## config.mk

```make
export PLATFORM = sky130hd
export DESIGN_NAME = inst_encoder_loader
export DESIGN_NICKNAME = d
export VERILOG_FILES = /design/src/rtl/inst_encoder_loader_pkg.sv /design/src/rtl/rv_inst_pack.sv /design/src/rtl/inst_encoder_loader.sv
export SDC_FILE = /design/constraint.sdc
export NUM_CORES = 1
export LEC_CHECK = 0
export ABC_AREA = 0
export BUFFER_PORTS_ARGS = -buffer_cell sky130_fd_sc_hd__buf_2
export CELL_PAD_IN_SITES_DETAIL_PLACEMENT = 0
export CELL_PAD_IN_SITES_GLOBAL_PLACEMENT = 1
export CORE_UTILIZATION = 34
export DETAILED_ROUTE_END_ITERATION = 10
export PLACE_DENSITY = 0.8
export SYNTH_ARGS = -nofsm -noshare
export SYNTH_HDL_FRONTEND = slang
export SYNTH_HIERARCHICAL = 1
export SYNTH_SLANG_ARGS = --single-unit
```

## constraint.sdc

```tcl
create_clock -name clk -period 2.8 [get_ports clk]
set_clock_uncertainty 0.05 [all_clocks]
set_input_delay 0.14 -clock clk [delete_from_list [all_inputs] [get_ports clk]]
set_output_delay 0.14 -clock clk [all_outputs]
set_load 0.01 [all_outputs]
```

## src/rtl/inst_encoder_loader_pkg.sv

```systemverilog
// rtl/inst_encoder_loader_pkg.sv - shared kind codes, opcodes, state encodings and helpers
package inst_encoder_loader_pkg;

    // Request kinds; codes 9..15 are undefined and always dropped
    localparam logic [3:0] KIND_R      = 4'd0;
    localparam logic [3:0] KIND_I      = 4'd1;
    localparam logic [3:0] KIND_SHAMT  = 4'd2;
    localparam logic [3:0] KIND_LOAD   = 4'd3;
    localparam logic [3:0] KIND_STORE  = 4'd4;
    localparam logic [3:0] KIND_BRANCH = 4'd5;
    localparam logic [3:0] KIND_LUI    = 4'd6;
    localparam logic [3:0] KIND_JAL    = 4'd7;
    localparam logic [3:0] KIND_JALR   = 4'd8;

    // RV32I major opcodes
    localparam logic [6:0] OPC_OP     = 7'b0110011;
    localparam logic [6:0] OPC_IMM    = 7'b0010011;
    localparam logic [6:0] OPC_LOAD   = 7'b0000011;
    localparam logic [6:0] OPC_STORE  = 7'b0100011;
    localparam logic [6:0] OPC_BRANCH = 7'b1100011;
    localparam logic [6:0] OPC_LUI    = 7'b0110111;
    localparam logic [6:0] OPC_JAL    = 7'b1101111;
    localparam logic [6:0] OPC_JALR   = 7'b1100111;

    // Loader FSM states
    localparam logic [1:0] ST_IDLE  = 2'd0;
    localparam logic [1:0] ST_RUN   = 2'd1;
    localparam logic [1:0] ST_DRAIN = 2'd2;
    localparam logic [1:0] ST_DONE  = 2'd3;

    // True when v is representable as an n-bit two's complement value:
    // bits [31:n-1] must all equal the sign bit.
    function automatic logic fits_signed(input logic [31:0] v, input int unsigned n);
        logic [31:0] hi_mask;
        hi_mask = 32'hFFFF_FFFF << (n - 1);
        return ((v & hi_mask) == 32'd0) || ((v & hi_mask) == hi_mask);
    endfunction

endpackage

```

## src/rtl/rv_inst_pack.sv

```systemverilog
// rtl/rv_inst_pack.sv - combinational RV32I field packer with legality check
module rv_inst_pack
    import inst_encoder_loader_pkg::*;
(
    input  logic [3:0]  i_kind,
    input  logic [2:0]  i_funct3,
    input  logic [6:0]  i_funct7,
    input  logic [4:0]  i_rd,
    input  logic [4:0]  i_rs1,
    input  logic [4:0]  i_rs2,
    input  logic [31:0] i_imm,
    output logic [31:0] o_word,
    output logic        o_legal
);

    // Pack fields into the instruction format selected by kind and judge the immediate range
    always_comb begin
        o_word  = 32'd0;
        o_legal = 1'b0;
        case (i_kind)
            KIND_R: begin
                o_word  = {i_funct7, i_rs2, i_rs1, i_funct3, i_rd, OPC_OP};
                o_legal = 1'b1;
            end
            KIND_I: begin
                o_word  = {i_imm[11:0], i_rs1, i_funct3, i_rd, OPC_IMM};
                o_legal = fits_signed(i_imm, 12);
            end
            KIND_SHAMT: begin
                o_word  = {i_funct7, i_imm[4:0], i_rs1, i_funct3, i_rd, OPC_IMM};
                o_legal = (i_imm[31:5] == 27'd0);
            end
            KIND_LOAD: begin
                o_word  = {i_imm[11:0], i_rs1, i_funct3, i_rd, OPC_LOAD};
                o_legal = fits_signed(i_imm, 12);
            end
            KIND_JALR: begin
                o_word  = {i_imm[11:0], i_rs1, 3'b000, i_rd, OPC_JALR};
                o_legal = fits_signed(i_imm, 12);
            end
            KIND_STORE: begin
                o_word  = {i_imm[11:5], i_rs2, i_rs1, i_funct3, i_imm[4:0], OPC_STORE};
                o_legal = fits_signed(i_imm, 12);
            end
            KIND_BRANCH: begin
                o_word  = {i_imm[12], i_imm[10:5], i_rs2, i_rs1, i_funct3,
                           i_imm[4:1], i_imm[11], OPC_BRANCH};
                o_legal = fits_signed(i_imm, 13) && !i_imm[0];
            end
            KIND_LUI: begin
                o_word  = {i_imm[31:12], i_rd, OPC_LUI};
                o_legal = (i_imm[11:0] == 12'd0);
            end
            KIND_JAL: begin
                o_word  = {i_imm[20], i_imm[10:1], i_imm[11], i_imm[19:12], i_rd, OPC_JAL};
                o_legal = fits_signed(i_imm, 21) && !i_imm[0];
            end
            default: begin
                o_word  = 32'd0;
                o_legal = 1'b0;
            end
        endcase
    end

endmodule

```

## src/rtl/inst_encoder_loader.sv

```systemverilog
// rtl/inst_encoder_loader.sv - streams encoded RV32I words into instruction memory
module inst_encoder_loader
    import inst_encoder_loader_pkg::*;
#(
    parameter int AW    = 10,
    parameter int CNT_W = 8
) (
    input  logic             clk,
    input  logic             rstn,
    input  logic             start,
    input  logic [AW-1:0]    base_addr,
    input  logic             in_valid,
    output logic             in_ready,
    input  logic [3:0]       in_kind,
    input  logic [2:0]       in_funct3,
    input  logic [6:0]       in_funct7,
    input  logic [4:0]       in_rd,
    input  logic [4:0]       in_rs1,
    input  logic [4:0]       in_rs2,
    input  logic [31:0]      in_imm,
    input  logic             in_last,
    output logic             im_we,
    input  logic             im_ready,
    output logic [AW-1:0]    im_addr,
    output logic [31:0]      im_wdata,
    output logic             busy,
    output logic             done,
    output logic [CNT_W-1:0] word_cnt,
    output logic [CNT_W-1:0] err_cnt
);

    localparam logic [AW-1:0]    ADDR_STEP = AW'(4);
    localparam logic [CNT_W-1:0] CNT_ONE   = CNT_W'(1);

    logic [1:0]       r_state;
    logic             r_we;
    logic [AW-1:0]    r_addr;
    logic [31:0]      r_wdata;
    logic [CNT_W-1:0] r_word_cnt;
    logic [CNT_W-1:0] r_err_cnt;

    logic [31:0] w_word;
    logic        w_legal;
    logic        w_accept;
    logic        w_complete;
    logic        w_start;
    logic        w_unused_base;

    rv_inst_pack u_pack (
        .i_kind   (in_kind),
        .i_funct3 (in_funct3),
        .i_funct7 (in_funct7),
        .i_rd     (in_rd),
        .i_rs1    (in_rs1),
        .i_rs2    (in_rs2),
        .i_imm    (in_imm),
        .o_word   (w_word),
        .o_legal  (w_legal)
    );

    // A new request may enter whenever the single output slot is empty or emptying this edge
    assign in_ready      = (r_state == ST_RUN) && (!r_we || im_ready);
    assign w_accept      = in_valid && in_ready;
    assign w_complete    = r_we && im_ready;
    assign w_start       = start && ((r_state == ST_IDLE) || (r_state == ST_DONE));
    assign w_unused_base = &{1'b0, base_addr[1:0]};

    assign im_we    = r_we;
    assign im_addr  = r_addr;
    assign im_wdata = r_wdata;
    assign busy     = (r_state == ST_RUN) || (r_state == ST_DRAIN);
    assign done     = (r_state == ST_DONE);
    assign word_cnt = r_word_cnt;
    assign err_cnt  = r_err_cnt;

    // Control FSM: run until the last request is taken, then wait for the output slot to drain
    always_ff @(posedge clk) begin
        if (!rstn) begin
            r_state <= ST_IDLE;
        end else begin
            case (r_state)
                ST_IDLE:  if (start) r_state <= ST_RUN;
                ST_RUN:   if (w_accept && in_last) r_state <= ST_DRAIN;
                ST_DRAIN: if (!r_we || w_complete) r_state <= ST_DONE;
                ST_DONE:  if (start) r_state <= ST_RUN;
                default:  r_state <= ST_IDLE;
            endcase
        end
    end

    // Output slot: load a legal word on accept, release it when memory takes it
    always_ff @(posedge clk) begin
        if (!rstn) begin
            r_we    <= 1'b0;
            r_wdata <= 32'd0;
        end else if (w_accept && w_legal) begin
            r_we    <= 1'b1;
            r_wdata <= w_word;
        end else if (w_complete) begin
            r_we    <= 1'b0;
        end
    end

    // Address of the slot word and saturating word/error counters
    always_ff @(posedge clk) begin
        if (!rstn) begin
            r_addr     <= '0;
            r_word_cnt <= '0;
            r_err_cnt  <= '0;
        end else if (w_start) begin
            r_addr     <= {base_addr[AW-1:2], 2'b00};
            r_word_cnt <= '0;
            r_err_cnt  <= '0;
        end else begin
            if (w_complete) begin
                r_addr <= r_addr + ADDR_STEP;
                if (r_word_cnt != '1) r_word_cnt <= r_word_cnt + CNT_ONE;
            end
            if (w_accept && !w_legal && (r_err_cnt != '1)) begin
                r_err_cnt <= r_err_cnt + CNT_ONE;
            end
        end
    end

endmodule

```

==> results of run 1 <==
[critical path: stages]
cell and delay [ps]:
buf_2 240, and3b_1 300, nand2_1 140, a21oi_1 80
o21ai_1 140, o2111ai_1 210, or3_1 560, or4_1 550
a21oi_1 150
[final cells by class]
type                       count  area (um2)  share of cell area
timing repair buffer         145         753               0.174
tap                          129         161              0.0372
multi-input combinational    345        1970               0.455
inverter                      21        78.8              0.0182
sequential                    59        1180               0.272
clock buffer                  10         138              0.0317
clock inverter                 5        53.8              0.0124
[layout by cell type, fill, tap and decap left out, types with 2 or more instances in the layout]
cell type  Yosys  routed
a211oi_1       4       4
a21boi_0       2       2
a21oi_1       53      53
a222oi_1       6       6
a22o_1         5       5
a22oi_1       10      10
a31oi_1        3       3
a41o_1         2       2
and2_1         2       2
and3_1         4       4
and4_2         2       2
buf_2          6     134
buf_4          5      11
clkbuf_8       0      10
clkinv_2       0       3
conb_1         1       2
dfxtp_1       59      59
ha_1           7       7
inv_1         20      20
mux2i_1        3       3
nand2_1       93      93
nand2b_1       4       4
nand3_1       10      10
nand3b_1       2       2
nand4_1       14      14
nor2_1        26      26
nor2b_1        4       4
nor3_1         7       7
nor3b_1        3       2
nor4_1         8       8
o211ai_1       6       6
o21ai_0       20      20
o21ai_1        4       4
o221ai_1       2       2
or3_1          3       3
or3_2          2       2
or4_1          2       2
xor2_1        10      10
[flip-flops by register name (all words and copies together) (netlist names)]
| signal | flops |
|---|---|
| im_wdata | 32 |
| err_cnt | 8 |
| im_addr | 8 |
| word_cnt | 8 |
| r_state | 2 |
| im_we | 1 |
[path summary, 6_finish.rpt]
check | start | to | slack (ps) | depth (start not counted)
worst min register to register | im_wdata[14]$_SDFFE_PN0P_ | im_wdata[14]$_SDFFE_PN0P_ | 400 | 2
worst min-delay path | base_addr[7] | im_addr[7]$_SDFFE_PN0P_ | 50 | 3
worst max-delay path | in_kind[3] | err_cnt[6]$_SDFFE_PP0P_ | 510 | 9
worst max register to register | r_state[1]$_SDFFE_PN0P_ | err_cnt[6]$_SDFFE_PP0P_ | 720 | 6
[report_power, final]
part / leakage [uW] / switching, uW / total (uW) / internal, uW
combinational: 0.00134 / 332 / 567 / 235
clock: 0.000102 / 343 / 770 / 427
sequential: 0.000477 / 64.5 / 962 / 898
[stage by stage]
stage          setup slack [ps]  hold slack [ps]  instance area [um2]
6_report                    510             49.0                 4340
5_1_grt                     352             44.0                 4340
4_1_cts                     542             32.7                 4340
3_5_place_dp                179              385                 4150
3_3_place_gp                252              374                 4150
2_1_floorplan               496              212                 3370
[routing by layer]
layer | part of all wire | vias to the layer above
met1 | 0.47 | 1736
met4 | 0.015 | 0
li1 | - | 1867
met5 | 0 | -
met2 | 0.45 | 133
met3 | 0.068 | 14
[cells by family (layout without fill, tap and decap cells)]
family | Yosys count | after routing
other cells | 1 | 2
xor+xnor | 11 | 11
simple gates | 192 | 192
fa+ha+maj | 8 | 8
flops | 59 | 59
compound gates | 128 | 128
buf+inv | 48 | 181
mux | 4 | 4
==> flow_summary.yaml, run 1 <==
clock_network:
  hold_buffers: 0
  clk_pin_slew_ps: 70
  clock_path_buffers: 2
  cts_buffers: 9
  cts_setup_buffers: 0
  worstSkewPairLatency_ps: 330
  cts_tree: "done"
  cts_root_buffer: "clkbuf_8"
  cts_sinks: 59
  cts_max_level: 3
  cts_resized: 0
yosys:
  synth-main-ff-cell: "dfxtp_1"
  synth.avg_cell_area_um2: 7.47
  synth-xor-area-share: 0.0286
  yosysSeqAreaShare: 0.351
  yosysWarnings: 6
  synth_largest_area_cell: "dfxtp_1"
  netlist_top_cells_area: "dfxtp_1, nand2_1, a21oi_1, o21ai_0, nor2_1"
  synth_mux_area_frac: 0.0123
  postSynthCellCount: 451
  synth_edf_count: 0
  ys_seq_elements: 59
  synthAdderAreaFrac: 0.0293
  ys_types: 60
  async_reset_ff_frac: 0
  synthTopCellsByCount: "nand2_1, dfxtp_1, a21oi_1"
  syn_area_mm2: 0.00337
  synth_top_family_by_area: "simple AND/OR/NAND/NOR gates"
  synth_compound_area_frac: 0.240
  synth-simple-area-share: 0.272
  yosysMostFrequentCell: "nand2_1"
  synth_top_area_share: 0.351
global_routing:
  grt_max_degree: 34
  grt_pass1_vias: 3434
  grt_usage: 0.198
  met3_usage: 0.0407
  grt_pass1_wl_mm: 16.1
  antenna_found_initial: 0
  grt-busiest-layer: "met2"
  grt_overflow: 0
  grt.met1_usage: 0.256
  grt_use_met2: 0.325
routing:
  vias: 3750
  drt_iter0_drc: 186
  ant_nets: 0
  drt_first_pass_iters: 5
  via_per_inst: 5.25
  finalWirelength_mm: 10.1
  routedWlPerCell_um: 14.2
  route.detailed.drc: 0
final_layout:
  drive_above_1_share: 0.299
  utilization: 0.461
  areaGrowthSynthToFinish_pct: 28.8
  nets: 665
  final_cells: 714
  diodes: 0
  nFillCells: 1013
sta:
  hold_viol_final: 0
  final.setup.tns_ps: 0
  fin_crit_sh: 0.818
  tightestPinTransition_ps: 761
  slew_viol_final: 0
  rsz0062_at_grt: "no"
  period_minus_slack_ps: 2290
  max_freq_ghz: 0.437
  slew_headroom: 0.491
  finalSetupViolations: 0
floorplan:
  row_count: 35
  initial_utilization: 0.358
  die_w_um: 102
  io_pins: 139
  die_h_um: 102
  die_area_mm2: 0.0103
  core_area_mm2: 0.00942
worst_setup_path:
  worstPathRequired_ps: 3020
  cp_max_fo: 16
  critPathKind: "input port to flop"
  endpoint_kind: "flop"
  crit_path_start_kind: "input port"
  cp_data_arrival_time_ps: 2510
placement:
  place_congestion: 0.869
  port_buffers: 134
  dpl.hpwl_mm: 7.65
  place_inst: 699
run:
  cap_violations: 0
power:
  p_total_uw: 2300
  power_leakage_uw: 0.00192
  vdd_drop_max_uv: 283
  pwr_density_cell_mw_per_mm2: 530
worst_hold_path:
  holdCritPathClass: "input port to flop"
run_status:
  status: "complete, no violations"
(Power assumes the default switching activity.)
==> run 2: changes to the inputs <==
--- a/config.mk
+++ b/config.mk
@@ -9,9 +9,9 @@
 export BUFFER_PORTS_ARGS = -buffer_cell sky130_fd_sc_hd__buf_2
 export CELL_PAD_IN_SITES_DETAIL_PLACEMENT = 0
 export CELL_PAD_IN_SITES_GLOBAL_PLACEMENT = 1
-export CORE_UTILIZATION = 34
+export CORE_UTILIZATION = 30
 export DETAILED_ROUTE_END_ITERATION = 10
-export PLACE_DENSITY = 0.8
+export PLACE_DENSITY = 0.75
 export SYNTH_ARGS = -nofsm -noshare
 export SYNTH_HDL_FRONTEND = slang
 export SYNTH_HIERARCHICAL = 1
==> constraint.sdc (replaced) <==
create_clock -name clk -period 1.9 [get_ports clk]
set_clock_uncertainty 0.05 [all_clocks]
set_input_delay 0.095 -clock clk [delete_from_list [all_inputs] [get_ports clk]]
set_output_delay 0.095 -clock clk [all_outputs]
set_load 0.01 [all_outputs]
==> run 2 against run 1 <==
Against the previous run:
- wire length up 6.4%
- final cell count up 10%
- final area up 14%
- worst hold slack better by 6.8 ps
- register-to-register slack worse by 620 ps
- highest routed layer unchanged
==> flow_summary.yaml, run 2 (synthesis gave the netlist of run 1 again) <==
run_status:
  status: "complete, no violations"
final_layout:
  nets: 725
  multi_input_area_mm2: 0.00204
  final-seq-area_mm2: 0.00118
  utilization: 0.453
  layout_common_cells: "buf_2, nand2_1, buf_4, dfxtp_1, a21oi_1"
  drive_above_1_share: 0.367
  nFillCells: 1136
  largest_reg_flops: 32
  diodes: 0
  final_common_cell: "buf_2"
  areaGrowthSynthToFinish_pct: 46.3
run:
  cap_violations: 0
worst_setup_path:
  critPathSlowestCell: "or4_4"
  critPathKind: "flop to flop"
  cp_max_fo: 7
  crit_path_max_incr_delay_ps: 490
  rrSetupSlack_ps: 100
  worstReg2RegEnd: "err_cnt[6]$_SDFFE_PP0P_"
  cp_cell_sequence: "inv_1 -> ha_1 -> nand2_1 -> or3_4 -> or4_4 -> a21oi_2"
  cp_data_arrival_time_ps: 2030
  worstPathRequired_ps: 2130
  endpoint_kind: "flop"
  reg2reg_from: "r_state[1]$_SDFFE_PN0P_"
  crit_path_start_kind: "flop"
  reg2reg_depth: 6
floorplan:
  die_w_um: 108
  die_area_mm2: 0.0117
  die_h_um: 108
  initial_utilization: 0.309
  io_pins: 139
  core_area_mm2: 0.0109
  row_count: 38
sta:
  max_freq_ghz: 0.555
  rsz0062_at_grt: "no"
  slew_viol_final: 0
  fin_crit_sh: 0.948
  finalSetupViolations: 0
  tightestPinTransition_ps: 505
  slew_headroom: 0.662
  period_minus_slack_ps: 1800
  hold_viol_final: 0
routing:
  drt_iter0_drc: 223
  finalWirelength_mm: 10.8
  ant_nets: 0
  drt_first_pass_iters: 7
  vias: 3965
  via_per_inst: 5.04
  route.detailed.drc: 0
  routedWlPerCell_um: 13.7
worst_hold_path:
  min_delay_worst_endpoint: "im_wdata[14]$_SDFFE_PN0P_"
  holdPathStages: 5
  min-delay-start: "in_funct3[2]"
  holdCritPathClass: "input port to flop"
placement:
  dpl.hpwl_mm: 8.41
  port_buffers: 134
  place_congestion: 0.892
power:
  p_total_uw: 3590
  power.share.switching: 0.324
  internal-power_uw: 2430
  pwr_density_cell_mw_per_mm2: 729
  p_comb_frac: 0.279
  switching_power_uw: 1160
  vdd_drop_max_uv: 375
  p_clk_frac: 0.326
  pwr-share-seq: 0.395
  power_leakage_uw: 0.00222
clock_network:
  worstSkewPairLatency_ps: 350
  cts_sinks: 59
  cts_root_buffer: "clkbuf_8"
  cts_buffers: 9
  clock_path_buffers: 2
  cts_tree: "done"
  clk_pin_slew_ps: 70
  cts_max_level: 3
global_routing:
  grt_max_degree: 35
  grt_pass1_vias: 3746
  antenna_found_initial: 0
  grt_overflow: 0
  grt_usage: 0.191
  grt_pass1_wl_mm: 17.5
-- run 2: cell types whose count changed in the layout (fill, tap and decap cells not counted), moves of 2 or more --
cell	previous run	this run
buf_4	11	60
dlygate4sd3_1	0	9
a21oi_1	53	51
a21oi_2	0	2
buf_12	0	2
clkinvlp_4	0	2
nor4_1	8	6
or3_4	0	2
-- run 2: worst max-delay path by stage --
stage               slack [ps]               startpoint  cells after the start                 endpoint
CTS                         40               in_kind[2]                      9  err_cnt[6]$_SDFFE_PP0P_
global route                10               in_kind[2]                     11  err_cnt[5]$_SDFFE_PP0P_
finish                     100  r_state[1]$_SDFFE_PN0P_                      6  err_cnt[6]$_SDFFE_PP0P_
floorplan                 -220               in_kind[2]                     11  err_cnt[6]$_SDFFE_PP0P_
detailed placement        -380               in_kind[2]                      9  err_cnt[6]$_SDFFE_PP0P_
global placement          -330               in_kind[2]                      9  err_cnt[6]$_SDFFE_PP0P_
-- run 2: area by class of cell --
class,count,area share
Multi-Input combinational cell,345,0.414
Timing Repair Buffer,205,0.254
Sequential cell,59,0.240
Tap cell,140,0.0355
Clock buffer,10,0.0279
Inverter,21,0.0160
Clock inverter,6,0.0129
-- run 2: worst max-delay path, delay by kind of cell (launching register included) --
kind / cells / cell delay (ps)
buf+inv: 1 / 80
flops: 1 / 350
fa+ha+maj: 1 / 160
simple gates: 3 / 980
compound gates: 1 / 120
-- run 2: timing repair --
item | 4_1_cts | 5_1_grt
pin swaps | 0 | 7
gates resized for setup | 1 | 5
setup buffers | 0 | 1
endpoints found under the hold margin | 8 | 0
endpoints found under the setup margin | 1 | 38
hold buffers | 9 | 0
-- run 2: metrics by stage --
stage          hold slack [ps]  instance area, um2  setup TNS (ps)  instances  worst slack, ps
6_report                  55.8                4930               0        786             99.1
5_1_grt                   78.4                4930               0        786             12.9
4_1_cts                   43.7                4900               0        785             35.9
3_5_place_dp               340                4600           -8230        760             -378
3_3_place_gp               324                4600           -7060        760             -328
2_1_floorplan              167                3430            -626        452             -225
-- run 2: power by group through the flow --
stage,Sequential (uW),Clock (uW),Combinational (uW)
after global placement,1440,0,951
after global routing,1430,1270,1100
after floorplan,1460,0,522
after detailed placement,1450,0,974
final,1420,1170,1000
after CTS,1420,1210,997
-- run 2: routing by layer --
layer | vias to the layer above | wire length, um | track usage | part of all wire
met1 | 1815 | 4830 | 0.248 | 0.45
met5 | - | 0 | 0 | 0
li1 | 1988 | - | - | -
met2 | 142 | 4970 | 0.305 | 0.46
met3 | 20 | 723 | 0.0458 | 0.067
met4 | 0 | 266 | 0.0744 | 0.025
